==> config.mk <==
export PLATFORM = sky130hd
export DESIGN_NAME = free_play_engine
export DESIGN_NICKNAME = d
export VERILOG_FILES = /design/src/rtl/free_play_engine.sv
export SDC_FILE = /design/constraint.sdc
export NUM_CORES = 1
export LEC_CHECK = 0
export BUFFER_PORTS_ARGS = -buffer_cell sky130_fd_sc_hd__buf_4
export CORE_MARGIN = 2
export CORE_UTILIZATION = 30
export DETAILED_ROUTE_END_ITERATION = 12
export PLACE_DENSITY = 0.52
export SETUP_SLACK_MARGIN = 0.4
export SKIP_LAST_GASP = 1
export SLEW_MARGIN = 0
export SYNTH_ARGS = -nofsm -noshare
export SYNTH_HDL_FRONTEND = slang
export SYNTH_SLANG_ARGS = --single-unit
==> constraint.sdc <==
create_clock -name clk -period 4 [get_ports clk]
set_input_delay 0.2 -clock clk [delete_from_list [all_inputs] [get_ports clk]]
set_output_delay 0.2 -clock clk [all_outputs]
set_load 0.02 [all_outputs]
==> src/rtl/free_play_engine.sv <==
// free_play_engine: free-play note engine. Edge-detected strike and octave
// step inputs, IDLE/PLAY/GAP note FSM with retrigger, one-hot key LEDs and a
// note-end pulse. Optional strike recorder FIFO enabled by FREE_PLAY_REC_EN.
module free_play_engine #(
    parameter int NUM_KEYS  = 7,
    parameter int OCT_MIN   = 1,
    parameter int OCT_MAX   = 7,
    parameter int OCT_INIT  = 4,
    parameter int TICK_DIV  = 25000000,
    parameter int GAP_CYC   = 1000000,
    parameter int REC_DEPTH = 16,
    localparam int NW = $clog2(NUM_KEYS + 1),
    localparam int RW = 3 + NW + 4
) (
    input  logic                clk,
    input  logic                rst_n,
    input  logic                en,
    input  logic                hit,
    input  logic                oct_up,
    input  logic                oct_down,
    input  logic [NUM_KEYS-1:0] note_key,
    input  logic [3:0]          length_key,
    output logic [NW-1:0]       note,
    output logic [2:0]          octave,
    output logic [3:0]          length,
    output logic                play,
    output logic [NUM_KEYS-1:0] led,
    output logic                done,
    input  logic                rec_rd,
    output logic [RW-1:0]       rec_data,
    output logic                rec_empty,
    output logic                rec_full,
    output logic                rec_ovf
);

    localparam logic [1:0] ST_IDLE = 2'd0;
    localparam logic [1:0] ST_PLAY = 2'd1;
    localparam logic [1:0] ST_GAP  = 2'd2;

    localparam int TW = (TICK_DIV > 1) ? $clog2(TICK_DIV) : 1;
    localparam int GW = (GAP_CYC > 1) ? $clog2(GAP_CYC) : 1;
    localparam logic [TW-1:0] TICK_LAST = TW'(TICK_DIV - 1);
    localparam logic [TW-1:0] TICK_ONE  = TW'(1);
    localparam logic [GW-1:0] GAP_LAST  = GW'(GAP_CYC - 1);
    localparam logic [GW-1:0] GAP_ONE   = GW'(1);
    localparam logic [2:0]    OCT_INIT_V = 3'(OCT_INIT);
    localparam logic [2:0]    OCT_MIN_V  = 3'(OCT_MIN);
    localparam logic [2:0]    OCT_MAX_V  = 3'(OCT_MAX);

    logic          hit_q_r, up_q_r, dn_q_r;
    logic          hit_edge_s, up_edge_s, dn_edge_s, strike_s;
    logic [1:0]    state_r, state_nxt_s;
    logic [2:0]    sel_oct_r, sel_oct_nxt_s;
    logic [2:0]    note_oct_r, note_oct_nxt_s;
    logic [NW-1:0] key_note_s, note_nxt_s;
    logic [3:0]    len_sel_s, length_nxt_s;
    logic [3:0]    unit_cnt_r, unit_nxt_s;
    logic [TW-1:0] tick_cnt_r, tick_nxt_s;
    logic [GW-1:0] gap_cnt_r, gap_nxt_s;
    logic          done_nxt_s, play_nxt_s;
    logic [NUM_KEYS-1:0] led_nxt_s;
    logic [2:0]    octave_nxt_s;

    assign hit_edge_s = hit & ~hit_q_r;
    assign up_edge_s  = oct_up & ~up_q_r;
    assign dn_edge_s  = oct_down & ~dn_q_r;
    assign strike_s   = en & hit_edge_s & (|note_key);

    // Previous-cycle copies of the level inputs for edge detection.
    always_ff @(posedge clk or negedge rst_n) begin
        if (!rst_n) begin
            hit_q_r <= 1'b0;
            up_q_r  <= 1'b0;
            dn_q_r  <= 1'b0;
        end else begin
            hit_q_r <= hit;
            up_q_r  <= oct_up;
            dn_q_r  <= oct_down;
        end
    end

    // Lowest pressed key wins; note code is key index + 1.
    always_comb begin
        key_note_s = '0;
        for (int i = NUM_KEYS - 1; i >= 0; i--) begin
            key_note_s = note_key[i] ? NW'(i + 1) : key_note_s;
        end
    end

    // Length from the highest set length_key bit; nothing pressed means 2 units.
    always_comb begin
        if (length_key[3])      len_sel_s = 4'd8;
        else if (length_key[2]) len_sel_s = 4'd4;
        else if (length_key[1]) len_sel_s = 4'd2;
        else if (length_key[0]) len_sel_s = 4'd1;
        else                    len_sel_s = 4'd2;
    end

    // Octave selector: saturating step, simultaneous up/down cancels.
    always_comb begin
        if (!en)
            sel_oct_nxt_s = OCT_INIT_V;
        else if (up_edge_s && !dn_edge_s && (sel_oct_r != OCT_MAX_V))
            sel_oct_nxt_s = sel_oct_r + 3'd1;
        else if (dn_edge_s && !up_edge_s && (sel_oct_r != OCT_MIN_V))
            sel_oct_nxt_s = sel_oct_r - 3'd1;
        else
            sel_oct_nxt_s = sel_oct_r;
    end

    // Note FSM next state; a valid strike always (re)starts PLAY.
    always_comb begin
        state_nxt_s    = state_r;
        note_nxt_s     = note;
        note_oct_nxt_s = note_oct_r;
        length_nxt_s   = length;
        tick_nxt_s     = tick_cnt_r;
        unit_nxt_s     = unit_cnt_r;
        gap_nxt_s      = gap_cnt_r;
        done_nxt_s     = 1'b0;
        if (!en) begin
            state_nxt_s = ST_IDLE;
            note_nxt_s  = '0;
            tick_nxt_s  = '0;
            unit_nxt_s  = 4'd0;
            gap_nxt_s   = '0;
        end else if (strike_s) begin
            state_nxt_s    = ST_PLAY;
            note_nxt_s     = key_note_s;
            note_oct_nxt_s = sel_oct_r;
            length_nxt_s   = len_sel_s;
            tick_nxt_s     = '0;
            unit_nxt_s     = 4'd0;
            gap_nxt_s      = '0;
        end else begin
            case (state_r)
                ST_IDLE: begin
                    state_nxt_s = ST_IDLE;
                end
                ST_PLAY: begin
                    if (tick_cnt_r == TICK_LAST) begin
                        tick_nxt_s = '0;
                        if (unit_cnt_r == (length - 4'd1)) begin
                            state_nxt_s = ST_GAP;
                            unit_nxt_s  = 4'd0;
                            gap_nxt_s   = '0;
                            done_nxt_s  = 1'b1;
                        end else begin
                            unit_nxt_s = unit_cnt_r + 4'd1;
                        end
                    end else begin
                        tick_nxt_s = tick_cnt_r + TICK_ONE;
                    end
                end
                ST_GAP: begin
                    if (gap_cnt_r == GAP_LAST) begin
                        state_nxt_s = ST_IDLE;
                        gap_nxt_s   = '0;
                    end else begin
                        gap_nxt_s = gap_cnt_r + GAP_ONE;
                    end
                end
                default: begin
                    state_nxt_s = ST_IDLE;
                    note_nxt_s  = '0;
                end
            endcase
        end
    end

    // Output decode: octave shows the latched note octave while a note is active.
    always_comb begin
        play_nxt_s   = (state_nxt_s == ST_PLAY);
        octave_nxt_s = (state_nxt_s == ST_IDLE) ? sel_oct_nxt_s : note_oct_nxt_s;
        led_nxt_s    = '0;
        for (int i = 0; i < NUM_KEYS; i++) begin
            led_nxt_s[i] = play_nxt_s && (note_nxt_s == NW'(i + 1));
        end
    end

    // FSM, counters and registered outputs.
    always_ff @(posedge clk or negedge rst_n) begin
        if (!rst_n) begin
            state_r    <= ST_IDLE;
            sel_oct_r  <= OCT_INIT_V;
            note_oct_r <= OCT_INIT_V;
            note       <= '0;
            length     <= 4'd0;
            tick_cnt_r <= '0;
            unit_cnt_r <= 4'd0;
            gap_cnt_r  <= '0;
            done       <= 1'b0;
            play       <= 1'b0;
            led        <= '0;
            octave     <= OCT_INIT_V;
        end else begin
            state_r    <= state_nxt_s;
            sel_oct_r  <= sel_oct_nxt_s;
            note_oct_r <= note_oct_nxt_s;
            note       <= note_nxt_s;
            length     <= length_nxt_s;
            tick_cnt_r <= tick_nxt_s;
            unit_cnt_r <= unit_nxt_s;
            gap_cnt_r  <= gap_nxt_s;
            done       <= done_nxt_s;
            play       <= play_nxt_s;
            led        <= led_nxt_s;
            octave     <= octave_nxt_s;
        end
    end

`ifdef FREE_PLAY_REC_EN
    localparam int AW = (REC_DEPTH > 1) ? $clog2(REC_DEPTH) : 1;
    localparam logic [AW:0] PTR_ONE = (AW + 1)'(1);

    logic [RW-1:0] rec_mem_r [REC_DEPTH];
    logic [AW:0]   wr_ptr_r, rd_ptr_r;
    logic          pop_s, push_s;
    logic [RW-1:0] push_data_s;

    assign rec_empty   = (wr_ptr_r == rd_ptr_r);
    assign rec_full    = (wr_ptr_r[AW] != rd_ptr_r[AW]) &&
                         (wr_ptr_r[AW-1:0] == rd_ptr_r[AW-1:0]);
    assign pop_s       = rec_rd & ~rec_empty;
    // A pop in the same cycle frees the slot, so a full FIFO still accepts.
    assign push_s      = strike_s & (~rec_full | pop_s);
    assign push_data_s = {sel_oct_r, key_note_s, len_sel_s};
    assign rec_data    = rec_mem_r[rd_ptr_r[AW-1:0]];

    // Recorder pointers and sticky overflow flag.
    always_ff @(posedge clk or negedge rst_n) begin
        if (!rst_n) begin
            wr_ptr_r <= '0;
            rd_ptr_r <= '0;
            rec_ovf  <= 1'b0;
        end else begin
            if (push_s) wr_ptr_r <= wr_ptr_r + PTR_ONE;
            if (pop_s)  rd_ptr_r <= rd_ptr_r + PTR_ONE;
            if (strike_s && rec_full && !pop_s) rec_ovf <= 1'b1;
        end
    end

    // Recorder storage; contents need no reset because pointers gate reads.
    always_ff @(posedge clk) begin
        if (push_s) rec_mem_r[wr_ptr_r[AW-1:0]] <= push_data_s;
    end
`else
    assign rec_data  = '0;
    assign rec_empty = 1'b1;
    assign rec_full  = 1'b0;
    // rec_rd has no effect without the recorder; it is masked to a constant 0.
    assign rec_ovf   = rec_rd & 1'b0;
`endif

endmodule

### Word level (Yosys, flattened, before mapping)

Cells that the tools add are included.

| cells by class | value |
|---|---|
| equal/unequal tests | 20 |
| order comparisons | 0 |
| add/subtract/negate cells | 6 |
| shift operators | 0 |
| bitwise logic cells | 8 |
| divide/modulo/power cells | 0 |
| multipliers | 0 |
| multiplexer cells | 46 |
| reduce and logical (&&, ||, !) cells | 20 |

Operator list:

| cell | count |
|---|---|
| 2-to-1 mux 20 bit | 5 |
| 2-to-1 mux 25 bit | 4 |
| 2-to-1 mux 3 bit | 17 |
| case mux 20 bit (2 select lines) | 1 |
| adder 25 x 1 -> 25 bit, second input constant | 1 |
| equality test 25 bit, second input constant | 1 |
| 2-to-1 mux 4 bit | 6 |
| adder 20 x 1 -> 20 bit, second input constant | 1 |
| equality test 20 bit, second input constant | 1 |
| 2-to-1 mux 2 bit | 7 |
| equality test 3 bit, second input constant | 4 |
| logical AND 1 bit | 11 |
| != test 3 x 1 -> 1 bit, second input constant | 3 |
| != test 4 bit, second input constant | 2 |
| OR reduction 7 bit | 1 |
| equality test 3 x 2 -> 1 bit, second input constant | 2 |
| bitwise AND 1 bit | 5 |
| 2-to-1 mux 1 bit | 5 |
| adder 4 x 1 -> 4 bit, second input constant | 1 |
| equality test 2 x 1 -> 1 bit, second input constant | 2 |
| equality test 4 bit | 1 |
| logical NOT 2 bit | 2 |
| != test 4 x 1 -> 1 bit, second input constant | 1 |
| case mux 2 bit (2 select lines) | 1 |
| other kinds (11) | 15 |

| storage, ports and cells | value |
|---|---|
| bits in writable memories | 0 |
| output and inout port bits | 32 |
| logic and storage cells | 115 |
| latch bits | 0 |
| input bits | 18 |
| memories | 0 |
| bits in read-only memories | 0 |
| bits in registers | 79 |

### Logic depth before layout (Yosys ltp)

| depth | value |
|---|---|
| word-level depth | 11 |
| mapped depth | 10 |
| gate-level depth less buffers | 8 |

### Worst setup path before layout

OpenSTA, ideal clock, no wires.

| timing | value |
|---|---|
| path type | register to register |
| start | register length[0] |
| end | register octave[0] |
| path slack | 1.764 ns |
| cell stages (with the launch flop) | 9 |
| path buffers | 0 |
| data required time | 3.873 ns |
| arrival | 2.108 ns |
| clock period less this slack | 2.236 ns |
| library setup time | 0.127 ns |
| path through | dfrtp_1 -> inv_1 -> ha_1 -> xor2_1 -> nand3_1 -> nor4_2 -> o211ai_1 -> nand3b_4 -> mux2_1 |

| between the ends | value |
|---|---|
| word-level cells in the longest chain between the ends | 9 |

RTL lines:

| what | RTL line | RTL |
|---|---|---|
| from (decl) | 25 | `output logic [3:0] length,` |
| from (signal assigned) | 201 | `length <= length_nxt_s;` |
| subtractor 4 x 1 -> 4 bit | 143 | `if (unit_cnt_r == (length - 4'd1)) begin` |
| equality test 4 bit | 143 |  |
| 2-to-1 mux 2 bit | 143 |  |
| 2-to-1 mux 2 bit | 141 | `if (tick_cnt_r == TICK_LAST) begin` |
| case mux 2 bit (2 select lines) | 136 | `case (state_r)` |
| 2-to-1 mux 2 bit | 127 | `end else if (strike_s) begin` |
| 2-to-1 mux 2 bit | 121 | `if (!en) begin` |
| net state_nxt_s[0] | 52 | `logic [1:0] state_r, state_nxt_s;` |
| logical NOT 2 bit | 174 | `octave_nxt_s = (state_nxt_s == ST_IDLE) ? sel_oct_nxt_s : note_oct_nxt_s;` |
| 2-to-1 mux 3 bit | 174 |  |
| net octave_nxt_s[0] | 62 | `logic [2:0] octave_nxt_s;` |
| to (signal assigned) | 208 | `octave <= octave_nxt_s;` |
| to (decl) | 24 | `output logic [2:0] octave,` |

The timed path passes the listed nets, and every way through them passes these cells.
A chain may end at the register's enable or synchronous reset.

### Worst setup path after layout

| timing | value |
|---|---|
| start | register length[0] |
| end | register gap_cnt_r[12] |

| between the ends | value |
|---|---|
| word-level cells in the longest chain between the ends | 4 |

RTL lines:

| what | RTL line | RTL |
|---|---|---|
| subtractor 4 x 1 -> 4 bit | 143 |  |
| equality test 4 bit | 143 |  |
| != test 4 bit (no line) | n/a |  |
| AND reduction 3 bit (no line) | n/a |  |
| to (signal assigned) | 204 | `gap_cnt_r <= gap_nxt_s;` |
| to (decl) | 59 | `logic [GW-1:0] gap_cnt_r, gap_nxt_s;` |

Every way passes these cells.

==> qor.yml <==
status:
  status: "complete, no violations"
run:
  cap_violations: 0
worst_setup_path:
  path_class: "register to register"
  cp.arrival_ps: 2970
  path_cells: "inv_1 -> ha_1 -> xor2_1 -> nand3_1 -> nor2_1 -> a211oi_2 -> buf_4 -> or2_1 -> o21ai_0"
  critPathMaxStageDelay_ps: 600
  worstPathRequired_ps: 4210
  critPathLaunchType: "register"
  crit_buf_inv: 2
  cp_max_fo: 19
  critPathSlowestCell: "a211oi_2"
  worstSetupEndpointType: "register"
  critical_path.top_delay_family: "compound AO/OA/AOI/OAI gates"
yosys:
  ys.flop_type: "dfrtp_1"
  yosys.cell_types.count: 66
  synth_mux_area_share_pct: 2.14
  synth_fa_ha_area_share_pct: 3.06
  synth_top_family_by_area: "simple AND/OR/NAND/NOR gates"
  synth_simple_gate_area_share_pct: 26.2
  ys_seq_area_share_pct: 44.0
  synthCells: 482
  synth_compound_area_share_pct: 15.0
  yosysWarnings: 0
  avgSynthCellArea_sq_um: 9.34
  ys_ff_latch: 79
  async_flop_share_pct: 100
  synth_xor_area_share_pct: 3.22
  synth_edf_count: 0
  syn-cell-area_sq_um: 4500
die:
  die_area_sq_um: 16000
  initial_core_util_pct: 30.9
  placementRows: 44
  die_w_microns: 127
  die_h_microns: 127
  coreArea_sq_um: 14600
  ios: 50
route:
  via_per_inst: 5.12
  drt-initial-drc-count: 192
  drt_pass1_iterations: 6
  post-route-drc-count: 0
  wirelength_mm: 9.90
  final_antenna_net_count: 0
  vias: 3611
  wire_per_inst_microns: 14.0
clock_network:
  htreeDepth: 3
  cts-root-buf: "clkbuf_16"
  clk_path_buf_depth: 2
  clkTransAtPathRegs_ps: 60
  cts_resized: 0
  clock-sinks: 79
  cts_tree: "yes"
  clk_latency_ps: 340
  numCtsBuffers: 9
sta:
  maxSlewViolCount: 0
  finClkSkew_ps: 4.98
  tns_ps: 0
  max_freq_mhz: 362
  period_share_pct: 69.0
  grt_setup_unrepaired: "false"
  hold_viol: 0
  tightest_slew_ps: 1010
  setup_violations: 0
  maxSlewHeadroom_pct: 32.5
  period_needed_ps: 2760
final_layout:
  final_common_cell: "dfrtp_1"
  final_util_pct: 35.8
  final_nets: 545
  syn_to_final_growth_pct: 16.1
  antenna-diode-count: 0
  layout_common_cells: "dfrtp_1 (76), o21ai_0 (47), nand2_1 (43)"
  drive_above_1_share_pct: 15.4
min_path:
  hold_class: "input port to async pin"
grt:
  grt_max_degree: 80
  grt_antenna_before_repair: 0
  grt_use_total_pct: 13.3
  first_global_vias: 3541
  grt_pass1_wl_mm: 17.3
  overflow: 0
placed_design:
  gp_congestion: 0.782
  io_buffers: 35
  dp_hpwl_mm: 6.81
pwr:
  vdd.ir_drop.worst_mv: 0.251
  power.leakage_nw: 2.29
  power_density_nw_per_um2: 360
## logic make-up after synthesis
| kind of cell | Yosys count |
|---|---|
| compound gates | 105 |
| buf+inv | 54 |
| simple gates | 207 |
| mux | 9 |
| flops | 79 |
| other cells | 2 |
| fa+ha+maj | 11 |
| xor+xnor | 15 |
## per-layer routing
metal	global-route usage, %	share of wire, %	vias up
met5	0	0	-
met4	4.46	1.2	0
met3	4.22	5.0	10
met2	20.7	45	72
met1	17.5	49	1750
li1	-	-	1779
## synth_stat cells, types with 12 or more instances
cell	instances	area, sq um
buf_4	13	97.6
inv_1	21	78.8
o31ai_1	12	90.1
nand2_1	43	161
o21ai_0	47	235
nand3_1	27	135
nor3_1	20	100
a21oi_1	15	75.1
dfrtp_1	76	1900
nor2_1	25	93.8
and3_1	13	81.3
clkbuf_1	12	45.0
## worst paths after layout
kind                            slack, ps           from       endpoint  cells after the start
min in group clk                       70  length_key[2]      length[1]                      2
worst max register to register       1240      length[0]  gap_cnt_r[12]                      9
worst min register to register        490  note_oct_r[0]  note_oct_r[0]                      2
max in group asynchronous            3320          rst_n   gap_cnt_r[1]                      1
worst min-delay path                   30          rst_n         up_q_r                      1
worst max-delay path                 1240      length[0]  gap_cnt_r[12]                      9
## report_power, final
| group | internal, W | switching [W] | leakage [nW] |
|---|---|---|---|
| Sequential | 0.000825 | 0.0000149 | 1.08 |
| Combinational | 0.0000728 | 0.000119 | 1.06 |
| Clock | 0.000532 | 0.000319 | 0.156 |
## final cells by class
type	count	area (sq um)
clock buffers	13	270
clock inverters	3	40.0
fillers	1481	9360
inverters	21	78.8
multi-input cells	360	2280
flip-flops and latches	79	1980
well taps	184	230
repair buffers	45	345
## stage by stage
stage	cell area [sq um]	hold WS (ps)	power [W]	cells	setup WS, ps
detailed placement	4890	321	0.00105	686	1220
global route	5230	71.5	0.00197	705	966
CTS	5230	52.6	0.00192	705	1210
floorplan	4540	-95.6	0.000978	493	1760
global placement	4890	318	0.00104	686	1270
finish	5230	27.0	0.00188	705	1240
## sequential cells by signal (all words and copies together) (netlist names)
register / cells
play: 1
sel_oct_r: 3
length: 4
up_q_r: 1
octave: 3
done: 1
note: 3
state_r: 2
led: 7
unit_cnt_r: 4
gap_cnt_r: 20
tick_cnt_r: 25
dn_q_r: 1
note_oct_r: 3
hit_q_r: 1
## repair_timing
action,CTS,global route
buffers inserted,0,0
hold endpoints to repair,3,0
hold buffers,3,0
No activity file was read; power rests on OpenSTA's default activity.
